`src/rtl/id_ex_stage_pkg.sv`:
```
// Shared definitions for the ID->EX stage: ALU encodings, register indices,
// interlock FSM states and the decoded control bundle carried into EX.
package id_ex_stage_pkg;

    localparam logic [2:0] ALU_AND = 3'd0;
    localparam logic [2:0] ALU_OR  = 3'd1;
    localparam logic [2:0] ALU_ADD = 3'd2;
    localparam logic [2:0] ALU_SUB = 3'd6;
    localparam logic [2:0] ALU_SLT = 3'd7;

    localparam logic [4:0] REG_ZERO = 5'd0;

    typedef enum logic {
        ST_RUN   = 1'b0,
        ST_DRAIN = 1'b1
    } state_e;

    typedef struct packed {
        logic       regDst;
        logic       jump;
        logic       jal;
        logic       jumpRegister;
        logic       branch;
        logic       memRead;
        logic       memToReg;
        logic       memWrite;
        logic       aluSrc;
        logic       regWrite;
        logic       syscall;
        logic [2:0] aluOp;
    } ctrl_t;

    // A bubble is simply an all-zero control bundle.
    localparam ctrl_t CTRL_BUBBLE = '0;

endpackage

```
`src/rtl/id_ex_stage_if.sv`:
```
// Decode-side inputs, EX-side registered outputs and the stall back-pressure
// of the ID->EX stage, bundled for connection between decode and EX.
interface id_ex_stage_if #(
    parameter int DATA_W = 32
);
    logic              id_valid;
    logic              id_regDst;
    logic              id_jump;
    logic              id_jal;
    logic              id_jumpRegister;
    logic              id_branch;
    logic              id_memRead;
    logic              id_memToReg;
    logic              id_memWrite;
    logic              id_aluSrc;
    logic              id_regWrite;
    logic              id_syscall;
    logic [2:0]        id_aluOp;
    logic [DATA_W-1:0] id_pc_plus4;
    logic [DATA_W-1:0] id_rs_data;
    logic [DATA_W-1:0] id_rt_data;
    logic [DATA_W-1:0] id_imm;
    logic [4:0]        id_rs;
    logic [4:0]        id_rt;
    logic [4:0]        id_rd;
    logic              flush;

    logic              stall;
    logic              ex_valid;
    logic              ex_regDst;
    logic              ex_jump;
    logic              ex_jal;
    logic              ex_jumpRegister;
    logic              ex_branch;
    logic              ex_memRead;
    logic              ex_memToReg;
    logic              ex_memWrite;
    logic              ex_aluSrc;
    logic              ex_regWrite;
    logic              ex_syscall;
    logic [2:0]        ex_aluOp;
    logic [DATA_W-1:0] ex_pc_plus4;
    logic [DATA_W-1:0] ex_rs_data;
    logic [DATA_W-1:0] ex_rt_data;
    logic [DATA_W-1:0] ex_imm;
    logic [4:0]        ex_rs;
    logic [4:0]        ex_rt;
    logic [4:0]        ex_rd;

    modport master (
        output id_valid, id_regDst, id_jump, id_jal, id_jumpRegister, id_branch,
               id_memRead, id_memToReg, id_memWrite, id_aluSrc, id_regWrite,
               id_syscall, id_aluOp, id_pc_plus4, id_rs_data, id_rt_data, id_imm,
               id_rs, id_rt, id_rd, flush,
        input  stall, ex_valid, ex_regDst, ex_jump, ex_jal, ex_jumpRegister,
               ex_branch, ex_memRead, ex_memToReg, ex_memWrite, ex_aluSrc,
               ex_regWrite, ex_syscall, ex_aluOp, ex_pc_plus4, ex_rs_data,
               ex_rt_data, ex_imm, ex_rs, ex_rt, ex_rd
    );

    modport slave (
        input  id_valid, id_regDst, id_jump, id_jal, id_jumpRegister, id_branch,
               id_memRead, id_memToReg, id_memWrite, id_aluSrc, id_regWrite,
               id_syscall, id_aluOp, id_pc_plus4, id_rs_data, id_rt_data, id_imm,
               id_rs, id_rt, id_rd, flush,
        output stall, ex_valid, ex_regDst, ex_jump, ex_jal, ex_jumpRegister,
               ex_branch, ex_memRead, ex_memToReg, ex_memWrite, ex_aluSrc,
               ex_regWrite, ex_syscall, ex_aluOp, ex_pc_plus4, ex_rs_data,
               ex_rt_data, ex_imm, ex_rs, ex_rt, ex_rd
    );

endinterface

```
`src/rtl/id_ex_stage_hazard_detect.sv`:
```
// Load-use compare: a load in EX whose destination feeds a source of the
// instruction in ID. Writes to the zero register never create a dependency.
module hazard_detect
    import id_ex_stage_pkg::*;
(
    input  logic       ex_valid,
    input  logic       ex_memRead,
    input  logic [4:0] ex_rt,
    input  logic       id_valid,
    input  logic [4:0] id_rs,
    input  logic [4:0] id_rt,
    output logic       lu
);

    assign lu = ex_valid & ex_memRead & (ex_rt != REG_ZERO) & id_valid &
                ((ex_rt == id_rs) | (ex_rt == id_rt));

endmodule

```
`src/rtl/id_ex_stage.sv`:
```
// ID->EX pipeline register with load-use, syscall-drain and flush interlocks.
// stall is combinational so the PC and IF/ID hold in the same cycle.
module id_ex_stage
    import id_ex_stage_pkg::*;
#(
    parameter int DATA_W       = 32,
    parameter int DRAIN_CYCLES = 3
) (
    input  logic         clk,
    input  logic         rst_b,
    id_ex_stage_if.slave bus
);

    localparam int               CNT_W    = (DRAIN_CYCLES > 1) ? $clog2(DRAIN_CYCLES) : 1;
    localparam logic [CNT_W-1:0] CNT_LOAD = CNT_W'(DRAIN_CYCLES - 1);

    generate
        if (DRAIN_CYCLES < 1) begin : g_drain_guard
            $error("id_ex_stage: DRAIN_CYCLES must be at least 1");
        end
    endgenerate

    state_e            state_reg, state_next;
    logic [CNT_W-1:0]  cnt_reg, cnt_next;
    ctrl_t             ex_ctrl_reg;
    ctrl_t             id_ctrl;
    logic              ex_valid_reg;
    logic [DATA_W-1:0] ex_pc_plus4_reg;
    logic [DATA_W-1:0] ex_rs_data_reg;
    logic [DATA_W-1:0] ex_rt_data_reg;
    logic [DATA_W-1:0] ex_imm_reg;
    logic [4:0]        ex_rs_reg;
    logic [4:0]        ex_rt_reg;
    logic [4:0]        ex_rd_reg;
    logic              lu;
    logic              stall_c;
    logic              load_id;

    assign id_ctrl = '{
        regDst:       bus.id_regDst,
        jump:         bus.id_jump,
        jal:          bus.id_jal,
        jumpRegister: bus.id_jumpRegister,
        branch:       bus.id_branch,
        memRead:      bus.id_memRead,
        memToReg:     bus.id_memToReg,
        memWrite:     bus.id_memWrite,
        aluSrc:       bus.id_aluSrc,
        regWrite:     bus.id_regWrite,
        syscall:      bus.id_syscall,
        aluOp:        bus.id_aluOp
    };

    hazard_detect u_hazard (
        .ex_valid   (ex_valid_reg),
        .ex_memRead (ex_ctrl_reg.memRead),
        .ex_rt      (ex_rt_reg),
        .id_valid   (bus.id_valid),
        .id_rs      (bus.id_rs),
        .id_rt      (bus.id_rt),
        .lu         (lu)
    );

    // Interlock priority: flush, then an active drain, then load-use, then advance.
    always_comb begin
        state_next = state_reg;
        cnt_next   = cnt_reg;
        stall_c    = 1'b0;
        load_id    = 1'b0;
        if (bus.flush) begin
            state_next = ST_RUN;
            cnt_next   = '0;
        end else if (state_reg == ST_DRAIN) begin
            if (cnt_reg != '0) begin
                stall_c  = 1'b1;
                cnt_next = cnt_reg - CNT_W'(1);
            end else begin
                load_id    = 1'b1;
                state_next = ST_RUN;
            end
        end else if (lu) begin
            stall_c = 1'b1;
        end else if (bus.id_valid && bus.id_syscall) begin
            stall_c    = 1'b1;
            state_next = ST_DRAIN;
            cnt_next   = CNT_LOAD;
        end else begin
            load_id = 1'b1;
        end
    end

    assign bus.stall = stall_c & rst_b;

    always_ff @(posedge clk or negedge rst_b) begin
        if (!rst_b) begin
            state_reg       <= ST_RUN;
            cnt_reg         <= '0;
            ex_ctrl_reg     <= CTRL_BUBBLE;
            ex_valid_reg    <= 1'b0;
            ex_pc_plus4_reg <= '0;
            ex_rs_data_reg  <= '0;
            ex_rt_data_reg  <= '0;
            ex_imm_reg      <= '0;
            ex_rs_reg       <= '0;
            ex_rt_reg       <= '0;
            ex_rd_reg       <= '0;
        end else begin
            state_reg <= state_next;
            cnt_reg   <= cnt_next;
            if (load_id) begin
                ex_ctrl_reg     <= id_ctrl;
                ex_valid_reg    <= bus.id_valid;
                ex_pc_plus4_reg <= bus.id_pc_plus4;
                ex_rs_data_reg  <= bus.id_rs_data;
                ex_rt_data_reg  <= bus.id_rt_data;
                ex_imm_reg      <= bus.id_imm;
                ex_rs_reg       <= bus.id_rs;
                ex_rt_reg       <= bus.id_rt;
                ex_rd_reg       <= bus.id_rd;
            end else begin
                // Data fields keep their old value under a bubble.
                ex_ctrl_reg  <= CTRL_BUBBLE;
                ex_valid_reg <= 1'b0;
            end
        end
    end

    assign bus.ex_valid        = ex_valid_reg;
    assign bus.ex_regDst       = ex_ctrl_reg.regDst;
    assign bus.ex_jump         = ex_ctrl_reg.jump;
    assign bus.ex_jal          = ex_ctrl_reg.jal;
    assign bus.ex_jumpRegister = ex_ctrl_reg.jumpRegister;
    assign bus.ex_branch       = ex_ctrl_reg.branch;
    assign bus.ex_memRead      = ex_ctrl_reg.memRead;
    assign bus.ex_memToReg     = ex_ctrl_reg.memToReg;
    assign bus.ex_memWrite     = ex_ctrl_reg.memWrite;
    assign bus.ex_aluSrc       = ex_ctrl_reg.aluSrc;
    assign bus.ex_regWrite     = ex_ctrl_reg.regWrite;
    assign bus.ex_syscall      = ex_ctrl_reg.syscall;
    assign bus.ex_aluOp        = ex_ctrl_reg.aluOp;
    assign bus.ex_pc_plus4     = ex_pc_plus4_reg;
    assign bus.ex_rs_data      = ex_rs_data_reg;
    assign bus.ex_rt_data      = ex_rt_data_reg;
    assign bus.ex_imm          = ex_imm_reg;
    assign bus.ex_rs           = ex_rs_reg;
    assign bus.ex_rt           = ex_rt_reg;
    assign bus.ex_rd           = ex_rd_reg;

endmodule

```
`src/flat_wrapper.sv`:
```
// flat-port wrapper written by rule: the top's interface ports become plain ports
module id_ex_stage_flat import id_ex_stage_pkg::*;
#(
    parameter int DATA_W       = 32,
    parameter int DRAIN_CYCLES = 3
)
  (clk, rst_b, bus_id_valid, bus_id_regDst, bus_id_jump, bus_id_jal, bus_id_jumpRegister, bus_id_branch, bus_id_memRead, bus_id_memToReg, bus_id_memWrite, bus_id_aluSrc, bus_id_regWrite, bus_id_syscall, bus_id_aluOp, bus_id_pc_plus4, bus_id_rs_data, bus_id_rt_data, bus_id_imm, bus_id_rs, bus_id_rt, bus_id_rd, bus_flush, bus_stall, bus_ex_valid, bus_ex_regDst, bus_ex_jump, bus_ex_jal, bus_ex_jumpRegister, bus_ex_branch, bus_ex_memRead, bus_ex_memToReg, bus_ex_memWrite, bus_ex_aluSrc, bus_ex_regWrite, bus_ex_syscall, bus_ex_aluOp, bus_ex_pc_plus4, bus_ex_rs_data, bus_ex_rt_data, bus_ex_imm, bus_ex_rs, bus_ex_rt, bus_ex_rd);
  id_ex_stage_if #(.DATA_W(DATA_W)) bus_i ();
  input  logic clk;
  input  logic rst_b;
  input wire logic [$bits(bus_i.id_valid)-1:0] bus_id_valid;
  input wire logic [$bits(bus_i.id_regDst)-1:0] bus_id_regDst;
  input wire logic [$bits(bus_i.id_jump)-1:0] bus_id_jump;
  input wire logic [$bits(bus_i.id_jal)-1:0] bus_id_jal;
  input wire logic [$bits(bus_i.id_jumpRegister)-1:0] bus_id_jumpRegister;
  input wire logic [$bits(bus_i.id_branch)-1:0] bus_id_branch;
  input wire logic [$bits(bus_i.id_memRead)-1:0] bus_id_memRead;
  input wire logic [$bits(bus_i.id_memToReg)-1:0] bus_id_memToReg;
  input wire logic [$bits(bus_i.id_memWrite)-1:0] bus_id_memWrite;
  input wire logic [$bits(bus_i.id_aluSrc)-1:0] bus_id_aluSrc;
  input wire logic [$bits(bus_i.id_regWrite)-1:0] bus_id_regWrite;
  input wire logic [$bits(bus_i.id_syscall)-1:0] bus_id_syscall;
  input wire logic [$bits(bus_i.id_aluOp)-1:0] bus_id_aluOp;
  input wire logic [$bits(bus_i.id_pc_plus4)-1:0] bus_id_pc_plus4;
  input wire logic [$bits(bus_i.id_rs_data)-1:0] bus_id_rs_data;
  input wire logic [$bits(bus_i.id_rt_data)-1:0] bus_id_rt_data;
  input wire logic [$bits(bus_i.id_imm)-1:0] bus_id_imm;
  input wire logic [$bits(bus_i.id_rs)-1:0] bus_id_rs;
  input wire logic [$bits(bus_i.id_rt)-1:0] bus_id_rt;
  input wire logic [$bits(bus_i.id_rd)-1:0] bus_id_rd;
  input wire logic [$bits(bus_i.flush)-1:0] bus_flush;
  output wire logic [$bits(bus_i.stall)-1:0] bus_stall;
  output wire logic [$bits(bus_i.ex_valid)-1:0] bus_ex_valid;
  output wire logic [$bits(bus_i.ex_regDst)-1:0] bus_ex_regDst;
  output wire logic [$bits(bus_i.ex_jump)-1:0] bus_ex_jump;
  output wire logic [$bits(bus_i.ex_jal)-1:0] bus_ex_jal;
  output wire logic [$bits(bus_i.ex_jumpRegister)-1:0] bus_ex_jumpRegister;
  output wire logic [$bits(bus_i.ex_branch)-1:0] bus_ex_branch;
  output wire logic [$bits(bus_i.ex_memRead)-1:0] bus_ex_memRead;
  output wire logic [$bits(bus_i.ex_memToReg)-1:0] bus_ex_memToReg;
  output wire logic [$bits(bus_i.ex_memWrite)-1:0] bus_ex_memWrite;
  output wire logic [$bits(bus_i.ex_aluSrc)-1:0] bus_ex_aluSrc;
  output wire logic [$bits(bus_i.ex_regWrite)-1:0] bus_ex_regWrite;
  output wire logic [$bits(bus_i.ex_syscall)-1:0] bus_ex_syscall;
  output wire logic [$bits(bus_i.ex_aluOp)-1:0] bus_ex_aluOp;
  output wire logic [$bits(bus_i.ex_pc_plus4)-1:0] bus_ex_pc_plus4;
  output wire logic [$bits(bus_i.ex_rs_data)-1:0] bus_ex_rs_data;
  output wire logic [$bits(bus_i.ex_rt_data)-1:0] bus_ex_rt_data;
  output wire logic [$bits(bus_i.ex_imm)-1:0] bus_ex_imm;
  output wire logic [$bits(bus_i.ex_rs)-1:0] bus_ex_rs;
  output wire logic [$bits(bus_i.ex_rt)-1:0] bus_ex_rt;
  output wire logic [$bits(bus_i.ex_rd)-1:0] bus_ex_rd;
  assign bus_i.id_valid = bus_id_valid;
  assign bus_i.id_regDst = bus_id_regDst;
  assign bus_i.id_jump = bus_id_jump;
  assign bus_i.id_jal = bus_id_jal;
  assign bus_i.id_jumpRegister = bus_id_jumpRegister;
  assign bus_i.id_branch = bus_id_branch;
  assign bus_i.id_memRead = bus_id_memRead;
  assign bus_i.id_memToReg = bus_id_memToReg;
  assign bus_i.id_memWrite = bus_id_memWrite;
  assign bus_i.id_aluSrc = bus_id_aluSrc;
  assign bus_i.id_regWrite = bus_id_regWrite;
  assign bus_i.id_syscall = bus_id_syscall;
  assign bus_i.id_aluOp = bus_id_aluOp;
  assign bus_i.id_pc_plus4 = bus_id_pc_plus4;
  assign bus_i.id_rs_data = bus_id_rs_data;
  assign bus_i.id_rt_data = bus_id_rt_data;
  assign bus_i.id_imm = bus_id_imm;
  assign bus_i.id_rs = bus_id_rs;
  assign bus_i.id_rt = bus_id_rt;
  assign bus_i.id_rd = bus_id_rd;
  assign bus_i.flush = bus_flush;
  assign bus_stall = bus_i.stall;
  assign bus_ex_valid = bus_i.ex_valid;
  assign bus_ex_regDst = bus_i.ex_regDst;
  assign bus_ex_jump = bus_i.ex_jump;
  assign bus_ex_jal = bus_i.ex_jal;
  assign bus_ex_jumpRegister = bus_i.ex_jumpRegister;
  assign bus_ex_branch = bus_i.ex_branch;
  assign bus_ex_memRead = bus_i.ex_memRead;
  assign bus_ex_memToReg = bus_i.ex_memToReg;
  assign bus_ex_memWrite = bus_i.ex_memWrite;
  assign bus_ex_aluSrc = bus_i.ex_aluSrc;
  assign bus_ex_regWrite = bus_i.ex_regWrite;
  assign bus_ex_syscall = bus_i.ex_syscall;
  assign bus_ex_aluOp = bus_i.ex_aluOp;
  assign bus_ex_pc_plus4 = bus_i.ex_pc_plus4;
  assign bus_ex_rs_data = bus_i.ex_rs_data;
  assign bus_ex_rt_data = bus_i.ex_rt_data;
  assign bus_ex_imm = bus_i.ex_imm;
  assign bus_ex_rs = bus_i.ex_rs;
  assign bus_ex_rt = bus_i.ex_rt;
  assign bus_ex_rd = bus_i.ex_rd;
  id_ex_stage #(.DATA_W(DATA_W), .DRAIN_CYCLES(DRAIN_CYCLES)) u_core (.clk(clk), .rst_b(rst_b), .bus(bus_i));
endmodule
```
`config.mk`:
```
export PLATFORM = sky130hd
export DESIGN_NAME = id_ex_stage_flat
export DESIGN_NICKNAME = d
export VERILOG_FILES = /design/src/rtl/id_ex_stage_pkg.sv /design/src/rtl/id_ex_stage_if.sv /design/src/rtl/id_ex_stage_hazard_detect.sv /design/src/rtl/id_ex_stage.sv /design/src/flat_wrapper.sv
export SDC_FILE = /design/constraint.sdc
export NUM_CORES = 1
export LEC_CHECK = 0
export CORE_ASPECT_RATIO = 1.2
export CORE_MARGIN = 1.5
export CORE_UTILIZATION = 34
export CTS_CLUSTER_DIAMETER = 80
export DETAILED_ROUTE_END_ITERATION = 12
export PLACE_DENSITY = 0.71
export SLEW_MARGIN = 20
export SYNTH_ARGS = -nofsm -noshare
export SYNTH_HDL_FRONTEND = slang
export SYNTH_SLANG_ARGS = --single-unit
```
`constraint.sdc`:
```
create_clock -name clk -period 6.2 [get_ports clk]
set_clock_uncertainty 0.05 [all_clocks]
set_input_delay 1.55 -clock clk [delete_from_list [all_inputs] [get_ports clk]]
set_output_delay 1.55 -clock clk [all_outputs]
set_load 0.03 [all_outputs]
```
### Word level (Yosys, flattened, before mapping)

Index checks and enable logic that the tools add are counted.

* RAM bits: 0
* latch bits: 0
* ROM bits: 0
* logic and storage cells: 58
* register bits: 161
* memories: 0

* bitwise operators: 6
* divide/modulo/power cells: 0
* add/sub/neg operators: 1
* reductions and logical operators: 5
* order comparisons: 0
* equality and inequality tests: 4
* muxes and demuxes: 20
* multipliers: 0
* shifts and indexed selects: 0

Operators with widths (number)
* 2-to-1 mux 1 bit: 14
* 2-to-1 mux 14 bit: 1
* == test 5 bit: 2
* 2-to-1 mux 2 bit: 5
* AND 1 bit: 5
* nonzero test 5 bit: 1
* != test 3 x 2 -> 1 bit, second input constant: 1
* != test 3 bit, second input constant: 1
* AND reduction 3 bit: 1
* nonzero test 3 bit: 1
* nonzero test 2 bit: 1
* subtractor 2 x 1 -> 2 bit, second input constant: 1
* logical AND 1 bit: 1
* OR 1 bit: 1

### Logic depth before layout (Yosys ltp)

Gate-level depths: netlist (run 1).

* depth after elaboration: 8
* gate-level depth with buffers: 9

### Cells and area by module

Synthesis (run 1) repeated with hierarchy kept, for this count alone.

* cell total of the unflattened synthesis: 368
* area, all modules: 6074.6 µm²

Modules (own cells, without submodules)
* id_ex_stage: sequential area each 4028.9 µm², cells an instance 351, instances 1, area an instance 5945.7 µm²
* hazard_detect: sequential area each 0.0 µm², cells an instance 17, instances 1, area an instance 128.9 µm²

### Least setup slack after synthesis (run 1)

No wires, ideal clock.

* kind: in2out
* start point: input bus_id_valid
* end point: output bus_stall
* slack: 1.787 ns
* stages on the path: 5
* path buffers: 1
* arrival time: 2.813 ns
* data required time: 4.600 ns
* cells stage by stage: nor2b_1 o2111a_1 nand2_1 clkbuf_1 a21oi_1

* longest elaborated chain between the ends: 6
* elaborated cells between the ends (all ways): 8

RTL lines
* start, declared: line flat_wrapper.sv:11 `input wire logic [$bits(bus_i.id_valid)-1:0] bus_id_valid;`
* AND 1 bit or logical AND 1 bit (tied branches): line id_ex_stage_hazard_detect.sv:15, id_ex_stage.sv:83
* AND 1 bit or 2-to-1 mux 1 bit (tied branches): line id_ex_stage_hazard_detect.sv:15, id_ex_stage.sv:83
* 2-to-1 mux 1 bit (*): line id_ex_stage.sv:81 `end else if (lu) begin`
* 2-to-1 mux 1 bit (*): line id_ex_stage.sv:73 `end else if (state_reg == ST_DRAIN) begin`
* 2-to-1 mux 1 bit (*): line id_ex_stage.sv:70 `if (bus.flush) begin`
* AND 1 bit (*): line id_ex_stage.sv:92 `assign bus.stall = stall_c & rst_b;`
* end, declared: line flat_wrapper.sv:32 `output wire logic [$bits(bus_i.stall)-1:0] bus_stall;`

Every way passes the cells marked *; elsewhere a longest branch is shown, timed or not.

### Worst setup path in the final report (run 1)

Same ends and word-level chain as after synthesis.

==> results of run 1 <==
[report_power, final]
group | internal (mW) | leakage, nW | switching [mW]
clock network | 0.612 | 0.279 | 0.444
registers | 1.20 | 1.91 | 0.0862
logic | 0.516 | 2.32 | 0.501
[area by class of cell]
cell class                 count  share of cell area [%]
multi-input combinational    192                    21.4
clock buffer                  19                    4.25
sequential                   161                    38.6
inverter                       2                  0.0720
tap                          252                    3.02
timing repair buffer         325                    31.2
clock inverter                13                    1.44
[worst register-to-register path: stages (launching register included)]
cell	delay (ns)
dfrtp_1	0.40
inv_1	0.06
ha_1	0.14
nor2b_1	0.08
a21o_1	0.20
nor2_1	0.73
o21ai_4	0.45
buf_4	0.45
mux2_2	0.36
[placed cells by master (no fill, tap or decap), types with 3 or more instances in the layout]
| cell type | n |
|---|---|
| clkinvlp_4 | 4 |
| mux2_4 | 70 |
| inv_6 | 4 |
| buf_4 | 4 |
| xnor2_1 | 10 |
| nand2_1 | 3 |
| and3_1 | 15 |
| clkdlybuf4s50_1 | 318 |
| clkbuf_16 | 17 |
| mux2_2 | 73 |
| dfrtp_1 | 161 |
[cells in the mapped netlist (all sizes together)]
master   number
o21ai         2
a211oi        1
or4           1
mux2        143
dfrtp       161
o22ai         1
a21oi         2
o2111ai       1
a221oi        1
xnor2        10
nor2b         2
nand2         3
clkbuf        2
buf          15
ha            1
a21o          1
nor2          2
inv           2
and3         15
o22a          1
a311oi        1
nand3         2
o2111a        1
nand2b        1
[metal layers]
| metal | part of all wire [%] | track usage, % | routed length (um) | up-vias |
|---|---|---|---|---|
| met4 | 2.8 | 7.17 | 478 | 2 |
| met5 | 0.075 | 0 | 13 | - |
| met2 | 52 | 30.6 | 8960 | 192 |
| met1 | 37 | 19.8 | 6470 | 2181 |
| met3 | 7.8 | 6.65 | 1350 | 38 |
| li1 | - | - | - | 1963 |
[metrics by stage]
step           setup slack [ns]  cell area [um^2]
2_1_floorplan              1.79              6390
3_3_place_gp              0.849              9830
3_5_place_dp              0.755              9830
4_1_cts                   0.733             10400
5_1_grt                   0.564             10400
6_report                  0.738             10400
[how the worst max path moves through the flow]
stage	start	endpoint	slack, ns
after global routing	bus_id_valid	bus_stall	0.56
after floorplan	bus_id_valid	bus_stall	1.79
after CTS	bus_id_valid	bus_stall	0.73
final	bus_id_valid	bus_stall	0.74
after detailed placement	bus_id_valid	bus_stall	0.75
after global placement	bus_id_rs[0]	bus_stall	0.85
[cell families (layout without fill, tap and decap cells)]
kind of cell    Yosys count  in the layout  synth area share (%)
xor+xnor                 10             10                  1.37
mux                     143            143                  29.3
compound gates           12             12                  1.53
buf+inv                  19            359                  2.19
flops                   161            161                  63.1
fa+ha+maj                 1              1                 0.196
simple gates             26             26                  2.33
==> results.tsv, run 1 <==
stage	metric	value	unit
status	status	completed	
critical_path	RR Startpoint	u_core.cnt_reg[0]$_DFFE_PN0P_	
critical_path	critical path type	in -> out	
synth	synth top area cells	dfrtp_1, mux2_4, mux2_2	
synth	post-synth cell types	27	
clock_network	Root Driver	clkbuf_16	
worst_hold_path	Hold Path Sink	u_core.bus.ex_pc_plus4[3]$_DFFE_PN0P_	
grt	pin count of the biggest net entering global routing	79	
grt	initial antenna violation count	1	
critical_path	slowest CP cell	clkdlybuf4s50_1	
layout	fin cells	964	
critical_path	Req. time, crit path	4.60	ns
worst_hold_path	Hold WC Path Type	reg -> reg	
critical_path	Worst Path Buf+Inv	2	
grt	vias in the first global route	4787	
clock_network	H-tree levels	4	
critical_path	reg2reg path depth	8	
placed_design	gpl congestion	0.757	
critical_path	Worst setup EP type	output port	
critical_path	most used cell, CP	clkdlybuf4s50_1	
sta	RSZ-0062 raised after global routing	false	
synth	synthesized instance count	372	
sta	actual slew at the worst max-slew pin	0.951	ns
critical_path	reg-to-reg slack, setup	3.17	ns
floorplanning	I/O Pins	320	
sta	FMAX	183	MHz
floorplanning	die width	128	um
clock_network	Post-CTS Setup Inserts	0	
grt	GR Overflow Total	0	
drt	WL final	17300	um
layout	Final nets	861	
synth	flop and latch count out of synthesis	161	
critical_path	cell class contributing the biggest share of worst-path delay	buffers and inverters	
layout	antenna diode count	0	
critical_path	Startpoint Class	input port	
drt	Pre-antenna DRT Iters	4	
power	Leakage	4.51	nW
drt	drc violations	0	
critical_path	Max stage delay on crit path	0.70	ns
placed_design	I/O Buffers	319	
drt	Final ANT Viol Nets	0	
drt	WL/cell	17.9	um
critical_path	CP Max Fanout	17	
synth	Syn Nets	534	
placed_design	post-DP HPWL	12800	um
layout	share of cells above drive strength 1	25.7	%
sta	post-layout min period	5.46	ns
synth	area share of the largest cell type after synthesis	63.1	%
floorplanning	Initial Utilization	34.9	%
placed_design	Inst Count DP	932	
grt	GRT Resource Usage Total	17.8	%
synth	Seq/Total Area, Yosys	63.1	%
sta	pins over their slew limit	0	
power	P per Cell Area	322	mW/mm^2
critical_path	worst path cell trace	clkdlybuf4s50_1, nor2b_1, o2111a_1, nand2_1, a21oi_1, clkdlybuf4s50_1	
sta	setup violators final	0	
clock_network	CTS clk-pin slew, worst paths	0.07	ns
drt	Via density	4.54	
clock_network	worst-case clock buffer depth	2	
sta	WHS	0.455	ns
layout	fillers	1477	
worst_hold_path	Hold Crit Start	u_core.bus.ex_pc_plus4[3]$_DFFE_PN0P_	
drt	via count	4376	
clock_network	CTS sink count	161	
clock_network	cts-stage hold buffer count	0	
synth	cell taking the most area after synthesis	dfrtp_1	
drt	First DRT Iteration DRCs	125	
layout	Multi-input gate area	0.00223	mm^2
clock_network	CTS tree	done	
layout	Layout Area Growth over Synthesis	63.2	%
synth	mean post-synth cell area	17.2	um^2
critical_path	WP data arrival	3.86	ns
critical_path	reg2reg end	u_core.bus.ex_pc_plus4[7]$_DFFE_PN0P_	
sta	setup TNS	0	ns
worst_hold_path	Hold Path Depth	1	
sta	Max-slew headroom	36.4	%
synth	YS warnings	0	
floorplanning	die area	0.0196	mm^2
floorplanning	core area	0.0183	mm^2
job	Max-cap violations	0	
synth	Cell Area, Synth	0.00639	mm^2
clock_network	Worst-Skew Late Latency	0.42	ns
power	overall power of the completed layout	3.36	mW
power	Max VDD drop	0.178	mV
critical_path	number of cells on the critical path	6	
grt	first-pass GRT wire length	26800	um
sta	final hold viol count	0	
layout	Layout Utilization	56.9	%
floorplanning	FP Rows	54	
floorplanning	Die H	153	um
clock_network	CTS buffer count	17	
sta	fin crit share	88.1	%
layout	FF+latch area	0.00403	mm^2
clock_network	CTS resizes	0	
Power figures use the tool's default switching activity.
==> run 2, diff against run 1 <==
- ABC_CLOCK_PERIOD_IN_PS: not set -> 6200
- CORE_MARGIN: 1.5 -> not set
==> run 2 against run 1 <==
Net effect:
- total power is 0.94% lower
- largest cell class unchanged
- cell count is 0.21% lower
- critical path depth is 1 higher
- combinational power hardly changed
- fmax hardly changed
- hold slack better by 0.0020 ns
==> results.tsv, run 2 (synthesis gave the netlist of run 1 again) <==
stage	metric	value	unit
drt	via count	4363	
critical_path	Worst Path Buf+Inv	2	
sta	actual slew at the worst max-slew pin	0.917	ns
clock_network	CTS clk-pin slew, worst paths	0.07	ns
floorplanning	core area	0.0183	mm^2
drt	Final ANT Viol Nets	0	
floorplanning	Die H	152	um
critical_path	CP Max Fanout	17	
floorplanning	die area	0.0193	mm^2
drt	WL/cell	17.8	um
placed_design	Inst Count DP	930	
drt	Via density	4.54	
critical_path	Max stage delay on crit path	0.71	ns
clock_network	Post-CTS Setup Inserts	0	
drt	Pre-antenna DRT Iters	4	
critical_path	WP data arrival	3.86	ns
sta	RSZ-0062 raised after global routing	false	
sta	setup violators final	0	
sta	post-layout min period	5.46	ns
layout	antenna diode count	0	
layout	most common cell after layout, fill and taps aside	clkdlybuf4s50_1	
status	status	completed	
sta	Max-slew headroom	38.9	%
critical_path	slowest CP cell	clkdlybuf4s50_1	
critical_path	critical path type	in -> out	
layout	fin cells	962	
sta	fin crit share	88.1	%
clock_network	CTS buffer count	17	
clock_network	CTS resizes	0	
grt	pin count of the biggest net entering global routing	73	
layout	Final nets	859	
drt	WL final	17100	um
clock_network	CTS tree	done	
critical_path	Req. time, crit path	4.60	ns
placed_design	gpl congestion	0.803	
grt	initial antenna violation count	0	
sta	final hold viol count	0	
drt	First DRT Iteration DRCs	138	
layout	share of cells above drive strength 1	25.4	%
critical_path	cell class contributing the biggest share of worst-path delay	buffers and inverters	
clock_network	Root Driver	clkbuf_16	
grt	vias in the first global route	4921	
layout	Layout Area Growth over Synthesis	62.6	%
placed_design	I/O Buffers	319	
floorplanning	I/O Pins	320	
critical_path	most used cell, CP	clkdlybuf4s50_1	
sta	pins over their slew limit	0	
grt	first-pass GRT wire length	27100	um
clock_network	Worst-Skew Late Latency	0.42	ns
floorplanning	FP Rows	54	
floorplanning	Initial Utilization	34.9	%
sta	FMAX	183	MHz
clock_network	cts-stage hold buffer count	0	
drt	drc violations	0	
worst_hold_path	Hold WC Path Type	reg -> reg	
clock_network	worst-case clock buffer depth	2	
placed_design	post-DP HPWL	12600	um
sta	setup TNS	0	ns
critical_path	Startpoint Class	input port	
floorplanning	die width	127	um
power	Leakage	4.50	nW
grt	GR Overflow Total	0	
layout	commonest non-fill, non-tap cells in the layout	clkdlybuf4s50_1, dfrtp_1, mux2_2	
critical_path	worst path cell trace	clkdlybuf4s50_1, xnor2_1, nand3_1, o22ai_1, nand2_1, a21oi_1, clkdlybuf4s50_1	
grt	GRT Resource Usage Total	18.3	%
clock_network	H-tree levels	4	
critical_path	Worst setup EP type	output port	
clock_network	CTS sink count	161	
power	P per Cell Area	320	mW/mm^2
power	Max VDD drop	0.172	mV
job	Max-cap violations	0	
==> run 2: cell types whose count changed in the layout (fill, tap and decap cells not counted) <==
| cell | change |
|---|---|
| clkinv_4 | +4 |
| clkinvlp_4 | -2 |
| buf_4 | -1 |
| buf_6 | -1 |
| bufinv_16 | -1 |
| clkbuf_1 | +1 |
| clkinv_2 | -1 |
| inv_8 | -1 |
==> run 2: layer usage <==
metal | up-vias | share of wire, % | GRT usage, %
met1 | 2157 | 39 | 20.4
met3 | 30 | 7.6 | 5.83
met5 | - | 0 | 0
li1 | 1966 | - | -
met4 | 0 | 2.7 | 7.77
met2 | 210 | 50 | 31.8
==> run 2: cell type report <==
type,instances,area [um^2]
fillers,1466,7920
flip-flops and latches,161,4030
repair buffers,323,3240
multi-input cells,192,2230
clock buffers,20,447
well taps,252,315
clock inverters,12,124
inverters,2,7.51
==> run 2: final timing paths <==
kind                                                       start                                   end  slack, ns  cells past startpoint
worst max-delay path                                bus_id_rs[4]                             bus_stall       0.74                      7
worst min-delay path            u_core.bus.ex_imm[8]$_DFFE_PN0P_      u_core.bus.ex_imm[8]$_DFFE_PN0P_       0.46                      1
worst max register to register     u_core.cnt_reg[0]$_DFFE_PN0P_     u_core.bus.ex_imm[19]$_DFFE_PN0P_       3.44                      8
worst min register to register  u_core.bus.ex_imm[8]$_DFFE_PN0P_      u_core.bus.ex_imm[8]$_DFFE_PN0P_       0.46                      1
max in group asynchronous                                  rst_b     u_core.bus.ex_imm[20]$_DFFE_PN0P_       3.92                      2
min in group asynchronous                                  rst_b  u_core.bus.ex_rt_data[7]$_DFFE_PN0P_       0.97                      1
==> run 2: stage by stage <==
| stage | worst slack [ns] | power (mW) | cell area (um^2) | util (%) | hold WS, ns |
|---|---|---|---|---|---|
| floorplan | 1.79 | 1.84 | 6390 | - | 0.404 |
| global placement | 0.809 | 2.31 | 9820 | 53.6 | 0.432 |
| detailed placement | 0.727 | 2.33 | 9820 | 53.6 | 0.442 |
| CTS | 0.727 | 3.36 | 10400 | 56.7 | 0.460 |
| global route | 0.596 | 3.46 | 10400 | 56.7 | 0.468 |
| finish | 0.738 | 3.33 | 10400 | 56.7 | 0.457 |
==> run 2: power by group <==
group / leakage, nW / total, mW / internal, mW / switching (mW)
Clock: 0.272 / 1.02 / 0.572 / 0.451
Sequential: 1.91 / 1.29 / 1.20 / 0.0881
Combinational: 2.31 / 1.02 / 0.515 / 0.500
Total: 4.50 / 3.33 / 2.29 / 1.04
